**config.mk**
```make
export PLATFORM = sky130hd
export DESIGN_NAME = ifu_litebpu
export DESIGN_NICKNAME = d
export VERILOG_FILES = /design/src/rtl/ifu_litebpu_pkg.sv /design/src/rtl/ifu_litebpu.sv
export SDC_FILE = /design/constraint.sdc
export NUM_CORES = 1
export LEC_CHECK = 0
export BUFFER_PORTS_ARGS = -buffer_cell sky130_fd_sc_hd__buf_2
export CELL_PAD_IN_SITES_DETAIL_PLACEMENT = 1
export CELL_PAD_IN_SITES_GLOBAL_PLACEMENT = 2
export CORE_ASPECT_RATIO = 1.2
export CORE_UTILIZATION = 16
export DETAILED_ROUTE_END_ITERATION = 6
export GPL_TIMING_DRIVEN = 1
export PLACE_DENSITY = 0.83
export SLEW_MARGIN = 20
export SYNTH_ARGS = -nofsm -noshare
export SYNTH_HDL_FRONTEND = slang
export SYNTH_SLANG_ARGS = --single-unit
```
**constraint.sdc**
```tcl
create_clock -name clk -period 1.06 [get_ports clk]
set_input_delay 0 -clock clk [delete_from_list [all_inputs] [get_ports clk]]
set_output_delay 0 -clock clk [all_outputs]
set_load 0.01 [all_outputs]
```
**src/rtl/ifu_litebpu_pkg.sv**
```systemverilog
// Shared IFU constants for the lite branch-prediction unit: FSM encodings and
// sequential next-PC increments.
package ifu_litebpu_pkg;

    typedef logic [1:0] bpu_state_t;

    localparam bpu_state_t BPU_ST_IDLE     = 2'd0;
    localparam bpu_state_t BPU_ST_WAIT_DEP = 2'd1;
    localparam bpu_state_t BPU_ST_RD_RS1   = 2'd2;
    localparam bpu_state_t BPU_ST_HOLD     = 2'd3;

    localparam int unsigned BPU_INC_RV32 = 4;
    localparam int unsigned BPU_INC_RV16 = 2;

endpackage

```
**src/rtl/ifu_litebpu.sv**
```systemverilog
// Static branch predictor: backward branches and all jumps predicted taken;
// resolves the jalr base register through x0 / dedicated x1 / shared rs1 port.
//
// state    | meaning
// ---------+-----------------------------------------------------------------
// IDLE     | no jalr xN in progress; may claim the rs1 port immediately
// WAIT_DEP | jalr xN blocked by a pending writer or a busy rs1 port
// RD_RS1   | rs1 read issued last cycle; read data drives op1 this cycle
// HOLD     | prediction presented but not accepted; op1 from rs1_q
module ifu_litebpu
    import ifu_litebpu_pkg::*;
#(
    parameter int XLEN    = 32,
    parameter int PC_SIZE = 32,
    parameter int RFIDX_W = 5
) (
    input  logic               clk,
    input  logic               rst,
    input  logic               flush_req,
    input  logic [PC_SIZE-1:0] pc,
    input  logic               dec_valid,
    input  logic               dec_rv32,
    input  logic               dec_jal,
    input  logic               dec_jalr,
    input  logic               dec_bxx,
    input  logic [XLEN-1:0]    dec_bjp_imm,
    input  logic [RFIDX_W-1:0] dec_jalr_rs1idx,
    input  logic               bpu_accept,
    input  logic               x1_dep,
    input  logic               xn_dep,
    input  logic               ir_rs1en,
    input  logic [XLEN-1:0]    rf2bpu_x1,
    input  logic [XLEN-1:0]    rf2bpu_rs1,
    output logic               bpu2rf_rs1_ena,
    output logic               bpu_wait,
    output logic               prdt_taken,
    output logic [PC_SIZE-1:0] prdt_pc_add_op1,
    output logic [PC_SIZE-1:0] prdt_pc_add_op2
);

    bpu_state_t      state;
    bpu_state_t      state_nxt;
    logic [XLEN-1:0] rs1_q;

    logic jalr_v;
    logic jalr_x0;
    logic jalr_x1;
    logic jalr_xn;
    logic rs1_free;

    assign jalr_v   = dec_valid & dec_jalr;
    assign jalr_x0  = jalr_v & (dec_jalr_rs1idx == RFIDX_W'(0));
    assign jalr_x1  = jalr_v & (dec_jalr_rs1idx == RFIDX_W'(1));
    assign jalr_xn  = jalr_v & ~jalr_x0 & ~jalr_x1;
    assign rs1_free = ~xn_dep & ~ir_rs1en;

    // Leaving the jalr xN (dec_valid drop or a new instruction) always returns to IDLE.
    always_comb begin
        state_nxt      = state;
        bpu2rf_rs1_ena = 1'b0;
        case (state)
            BPU_ST_IDLE: begin
                if (jalr_xn) begin
                    if (xn_dep) begin
                        state_nxt = BPU_ST_WAIT_DEP;
                    end else if (!ir_rs1en) begin
                        bpu2rf_rs1_ena = 1'b1;
                        state_nxt      = BPU_ST_RD_RS1;
                    end
                end
            end
            BPU_ST_WAIT_DEP: begin
                if (!jalr_xn) begin
                    state_nxt = BPU_ST_IDLE;
                end else if (rs1_free) begin
                    bpu2rf_rs1_ena = 1'b1;
                    state_nxt      = BPU_ST_RD_RS1;
                end
            end
            BPU_ST_RD_RS1: begin
                state_nxt = (!jalr_xn || bpu_accept) ? BPU_ST_IDLE : BPU_ST_HOLD;
            end
            BPU_ST_HOLD: begin
                if (!jalr_xn || bpu_accept) begin
                    state_nxt = BPU_ST_IDLE;
                end
            end
            default: state_nxt = BPU_ST_IDLE;
        endcase
        if (flush_req) begin
            state_nxt      = BPU_ST_IDLE;
            bpu2rf_rs1_ena = 1'b0;
        end
    end

    always_ff @(posedge clk) begin
        if (rst) begin
            state <= BPU_ST_IDLE;
            rs1_q <= '0;
        end else begin
            state <= state_nxt;
            if (state == BPU_ST_RD_RS1) begin
                rs1_q <= rf2bpu_rs1;
            end
        end
    end

    assign prdt_taken = dec_valid & (dec_jal | dec_jalr | (dec_bxx & dec_bjp_imm[XLEN-1]));

    assign bpu_wait = (jalr_x1 & x1_dep)
                    | (jalr_xn & ((state == BPU_ST_IDLE) | (state == BPU_ST_WAIT_DEP)));

    always_comb begin
        prdt_pc_add_op1 = '0;
        if (dec_valid) begin
            if (dec_jalr) begin
                if (jalr_x1) begin
                    prdt_pc_add_op1 = PC_SIZE'(rf2bpu_x1);
                end else if (jalr_xn && state == BPU_ST_RD_RS1) begin
                    prdt_pc_add_op1 = PC_SIZE'(rf2bpu_rs1);
                end else if (jalr_xn && state == BPU_ST_HOLD) begin
                    prdt_pc_add_op1 = PC_SIZE'(rs1_q);
                end
            end else begin
                prdt_pc_add_op1 = pc;
            end
        end
    end

    always_comb begin
        prdt_pc_add_op2 = '0;
        if (dec_valid) begin
            if (dec_jalr || prdt_taken) begin
                prdt_pc_add_op2 = PC_SIZE'(dec_bjp_imm);
            end else begin
                prdt_pc_add_op2 = dec_rv32 ? PC_SIZE'(BPU_INC_RV32) : PC_SIZE'(BPU_INC_RV16);
            end
        end
    end

endmodule

```
# ---- Yosys cells after proc, flatten, opt, wreduce, memory -nomap -nowiden
# Index checks and enable logic that the tools add are counted.
dict set report op_classes {
  n_addsub 0
  n_mul 0
  div 0
  magnitude_cmp 0
  n_eq_ne 8
  shift 0
  muxes 23
  bitwise_logic 18
  n_reduce_logical 9
}
# op n
set ops {}
lappend ops {{2-to-1 mux 32 bit} 7}
lappend ops {{2-to-1 mux 2 bit} 7}
lappend ops {{bitwise AND 1 bit} 10}
lappend ops {{one-hot mux 2 bit (4 select lines)} 1}
lappend ops {{2-to-1 mux 1 bit} 6}
lappend ops {{inequality test 3 bit, second input constant} 2}
lappend ops {{equality test 5 x 1 -> 1 bit, second input constant} 1}
lappend ops {{logical NOT 5 bit} 1}
lappend ops {{equality test 2 bit, second input constant} 2}
lappend ops {{inequality test 2 bit, second input constant} 2}
lappend ops {{NOT 1 bit} 4}
lappend ops {{bitwise OR 1 bit} 4}
lappend ops {{AND reduction 4 bit} 1}
lappend ops {{2-to-1 mux 3 bit} 1}
lappend ops {{equality test 2 x 1 -> 1 bit, second input constant} 1}
lappend ops {{logical AND 1 bit} 2}
lappend ops {{logical NOT 2 bit} 1}
lappend ops {{logical OR 1 bit} 2}
lappend ops {{one-hot mux 1 bit (2 select lines)} 1}
lappend ops {{OR reduction 2 bit} 1}
lappend ops {{logical NOT 1 bit} 1}
dict set report totals {
  ff_bits 34
  latch_bits 0
  ramBits 0
  mem_bits_ro 0
  input_bits 145
  out_inout_bits 67
  wordCells 60
  mem_count 0
}

# ---- Longest topological paths before layout
dict set report logic_depth {
  depth_word 11
  mapped_depth 6
  ltp_nobuf 3
}

# ---- Least setup slack after synthesis
# Ideal clock, no wire load.
dict set report synth_path {
  path_kind {reg2reg}
  start {register state[0]}
  end {register rs1_q[0]}
  setup_ns 0.070
  arrival_time_ns 1.097
  required_ns 0.990
  setup_slack_ns -0.107
  stages_incl_launch_ff 6
  n_path_buf 2
  period_less_slack_ns 1.167
  cell_sequence {dfxtp_1 buf_2 nand2b_1 clkbuf_1 nand2_1 a21oi_1}
}
dict set report synth_via {
  elab_chain_len 1
}
# element line_no
set synth_rtl {}
lappend synth_rtl {{start, declared} ifu_litebpu.sv:41} ;# bpu_state_t state;
lappend synth_rtl {{start signal, assigned} ifu_litebpu.sv:101} ;# state <= state_nxt;
lappend synth_rtl {{equality test 2 bit} ifu_litebpu.sv:102} ;# if (state == BPU_ST_RD_RS1) begin
lappend synth_rtl {{end signal, assigned} ifu_litebpu.sv:103} ;# rs1_q <= rf2bpu_rs1;
lappend synth_rtl {{end, declared} ifu_litebpu.sv:43} ;# logic [XLEN-1:0] rs1_q;
# Every way passes these cells.
# A chain may end at the register's enable or synchronous reset.

# ---- Final worst setup path
dict set report layout_path {
  start {register state[0]}
  end {output prdt_pc_add_op1[18]}
}
dict set report layout_via {
  elab_chain_len 7
  elab_cells_between_ends 9
  cone_classes {eq/ne: 2; mux: 5; reduce/logical: 2}
}
# element line_no
set layout_rtl {}
lappend layout_rtl {{equality test 2 bit} ifu_litebpu.sv:121} ;# end else if (jalr_xn && state == BPU_ST_HOLD) begin
lappend layout_rtl {{logical AND 1 bit} ifu_litebpu.sv:121}
lappend layout_rtl {{2-to-1 mux 32 bit} ifu_litebpu.sv:121}
lappend layout_rtl {{2-to-1 mux 32 bit (*)} ifu_litebpu.sv:119} ;# end else if (jalr_xn && state == BPU_ST_RD_RS1) begin
lappend layout_rtl {{2-to-1 mux 32 bit (*)} ifu_litebpu.sv:117} ;# if (jalr_x1) begin
lappend layout_rtl {{2-to-1 mux 32 bit (*)} ifu_litebpu.sv:116} ;# if (dec_jalr) begin
lappend layout_rtl {{2-to-1 mux 32 bit (*)} ifu_litebpu.sv:115} ;# if (dec_valid) begin
lappend layout_rtl {{end, declared} ifu_litebpu.sv:37} ;# output logic [PC_SIZE-1:0] prdt_pc_add_op1,
# Every way passes the cells marked *; elsewhere a longest branch is shown, timed or not.

==> results.py <==
metrics = {
    "place": {
        "io_buffers": 211,
        "place_area_um2": 3850,
        "dp_hpwl_um": 8940,
        "gp_congestion": 0.966,
    },
    "synthesis": {
        "syn_inst": 341,
        "synth_area_per_cell_um2": 7.25,
        "yosys_register_bits": 34,
        "synth-warning-count": 0,
        "yosys.area.top_type_share_pct": 27.5,
        "synth.largest_area_cell": "dfxtp_1",
        "synth-seq-area-share_pct": 27.5,
        "synth_nets": 486,
        "synth_area_leaders": "dfxtp_1 (28%), nand2_1 (15%), mux2i_1 (14%), o221ai_1 (10%), and2_1 (7.8%)",
        "synth.distinct_cells": 25,
        "synth_area_um2": 2470,
    },
    "outcome": {
        "outcome": "finished, violations left",
        "violations": "negative setup slack",
    },
    "timing": {
        "setup_viol": 67,
        "post-route-period-util_pct": 133,
        "tightestPinTransition_ns": 0.466,
        "hold_violations": 0,
        "fmax_ghz": 0.712,
        "drv_slew": 0,
        "rsz0062_at_grt": "yes",
        "relSlewSlack_pct": 68.8,
        "fin_crit_ns": 1.41,
        "setup-tns-final_ns": -17.96,
        "finClkSkew_ns": 0.00257,
        "fin_ws_ns": -0.345,
    },
    "clock_network": {
        "tritoncts": "built",
        "cts_buffer_depth": 2,
        "cts_sinks": 34,
        "clock-root-buffer": "clkbuf_16",
        "htreeDepth": 2,
        "clock_latency_ns": 0.28,
        "numCtsBuffers": 5,
        "clk_pin_slew_ns": 0.06,
    },
    "global_routing": {
        "first_global_vias": 3737,
        "grt_max_degree": 33,
        "globalRouteMet3Util_pct": 1.14,
        "grt_most_used_layer": "met2",
        "grt_use_met2_pct": 30.4,
        "grt_use_total_pct": 15.3,
        "antenna_found_initial": 0,
        "grt_pass1_wl_um": 18900,
        "grtUsageMet1_pct": 16.4,
        "gr-total-overflow": 0,
    },
    "setup_path": {
        "path_class": "reg2out",
        "critPathArrivalTime_ns": 1.41,
        "setup.worst_path.end_class": "primary output",
        "cp.required_ns": 1.06,
        "reg2reg_depth": 7,
        "path_max_fanout": 4,
        "critPathLaunchType": "flop",
    },
    "worst_hold_path": {
        "hold_class": "in2reg",
        "hold_depth": 3,
    },
    "die": {
        "dieArea_um2": 16000,
        "core-area_um2": 15000,
        "fp-row-count": 49,
        "die_h_um": 138,
        "num_io_pins": 212,
        "initial_core_util_pct": 16.5,
        "die_x_um": 115,
    },
    "flow_run": {
        "maxCapViolCount": 0,
    },
    "cells_and_area": {
        "final_common_cell": "buf_2",
        "n_antenna_cell": 0,
        "syn_to_final_growth_pct": 96.0,
        "nets": 746,
        "utilization_pct": 32.3,
        "finalInstanceArea_um2": 4840,
        "final_cell_mix": "buf_2 (211), nand2_1 (82), inv_1 (33), dlygate4sd3_1 (33), dfxtp_1 (32)",
        "drive_gt1_share_pct": 50.3,
    },
    "pwr": {
        "powerDensity_nw_per_um2": 793,
        "peakVddDrop_uv": 468,
        "p_leak_nw": 2.28,
    },
    "route": {
        "vias": 3439,
        "wirelength_um": 12500,
        "ant_nets": 0,
        "wl_per_cell_um": 15.6,
        "via_per_inst": 4.27,
        "dr.pass1.iters": 4,
        "first_iter_violations": 81,
        "drc": 0,
    },
}
-- cells in the mapped netlist --
master,number
clkbuf_1,14
o221ai_2,3
or3_1,1
o221ai_1,29
nor4_1,1
and2_1,31
buf_2,10
mux2i_1,34
nand4_1,1
a211oi_2,1
nand3_1,1
buf_6,2
inv_1,33
a21oi_1,34
nand2_1,97
nand2b_1,3
buf_8,1
nor2b_1,4
nor4_4,1
nand4_4,1
dfxtp_1,34
or4_1,1
a211oi_1,2
or4_4,1
buf_1,1
-- area by class of cell --
class	count	area [µm²]
fillers	1870	10200
repair buffers	280	1920
multi-input cells	247	1710
flip-flops and latches	34	688
well taps	204	255
clock buffers	6	139
inverters	33	124
clock inverters	2	12.5
-- per-stage QoR --
step / worst slack [ns] / std cells / total power [mW] / hold WS (ns)
3_5_place_dp: -0.629 / 746 / 2.18 / 0.220
5_1_grt: -0.419 / 806 / 4.06 / 0.0503
6_report: -0.345 / 806 / 3.84 / 0.0407
3_3_place_gp: -0.336 / 746 / 2.14 / 0.202
2_1_floorplan: -0.0212 / 341 / 1.67 / 0.0338
4_1_cts: -0.358 / 803 / 3.89 / 0.0337
-- path summary, 6_finish.rpt --
path	start	slack [ns]	endpoint
worst min register to register	rs1_q[13]	0.45	rs1_q[13]
worst max register to register	state[0]	-0.30	rs1_q[14]
worst min-delay path	ir_rs1en	0.04	state[1]
worst max-delay path	state[0]	-0.35	prdt_pc_add_op1[18]
-- metal layers --
layer / routed length (µm) / vias to the layer above
met5: 0 / -
met4: 265 / 0
met3: 459 / 21
met2: 6960 / 102
met1: 4850 / 1635
li1: - / 1681
-- registers in the layout (all words and copies together) (netlist names) --
register,flops
state,2
rs1_q,32
-- critical path, stage by stage, from the launching register on --
cell       delay [ns]
dfxtp_4          0.40
buf_12           0.12
clkbuf_16        0.14
mux2i_1          0.17
o221ai_1         0.13
buf_2            0.16
-- logic make-up (layout without fill, tap and decap cells) --
logic type / after synthesis / count (layout) / share of synthesized area [%]
buffers and inverters: 61 / 321 / 10.8
AOI/OAI and AO/OA: 69 / 69 / 20.1
and+or+nand+nor: 143 / 144 / 27.8
DFF: 34 / 34 / 27.5
muxes: 34 / 34 / 13.8
-- power breakdown --
part | switching (mW) | total [mW] | leakage, nW | internal (mW)
registers | 0.00831 | 1.29 | 0.276 | 1.28
clock network | 0.590 | 1.52 | 0.0729 | 0.931
logic | 0.474 | 1.03 | 1.93 | 0.553
-- timing repair --
action | in CTS | in global routing
setup buffers | 9 | 4
resized for setup | 30 | 36
endpoints found under the hold margin | 33 | 0
setup endpoints to repair | 97 | 75
pin swaps | 1 | 5
cloned | 7 | 3
hold buffers | 33 | 0
(Power assumes the default switching activity.)
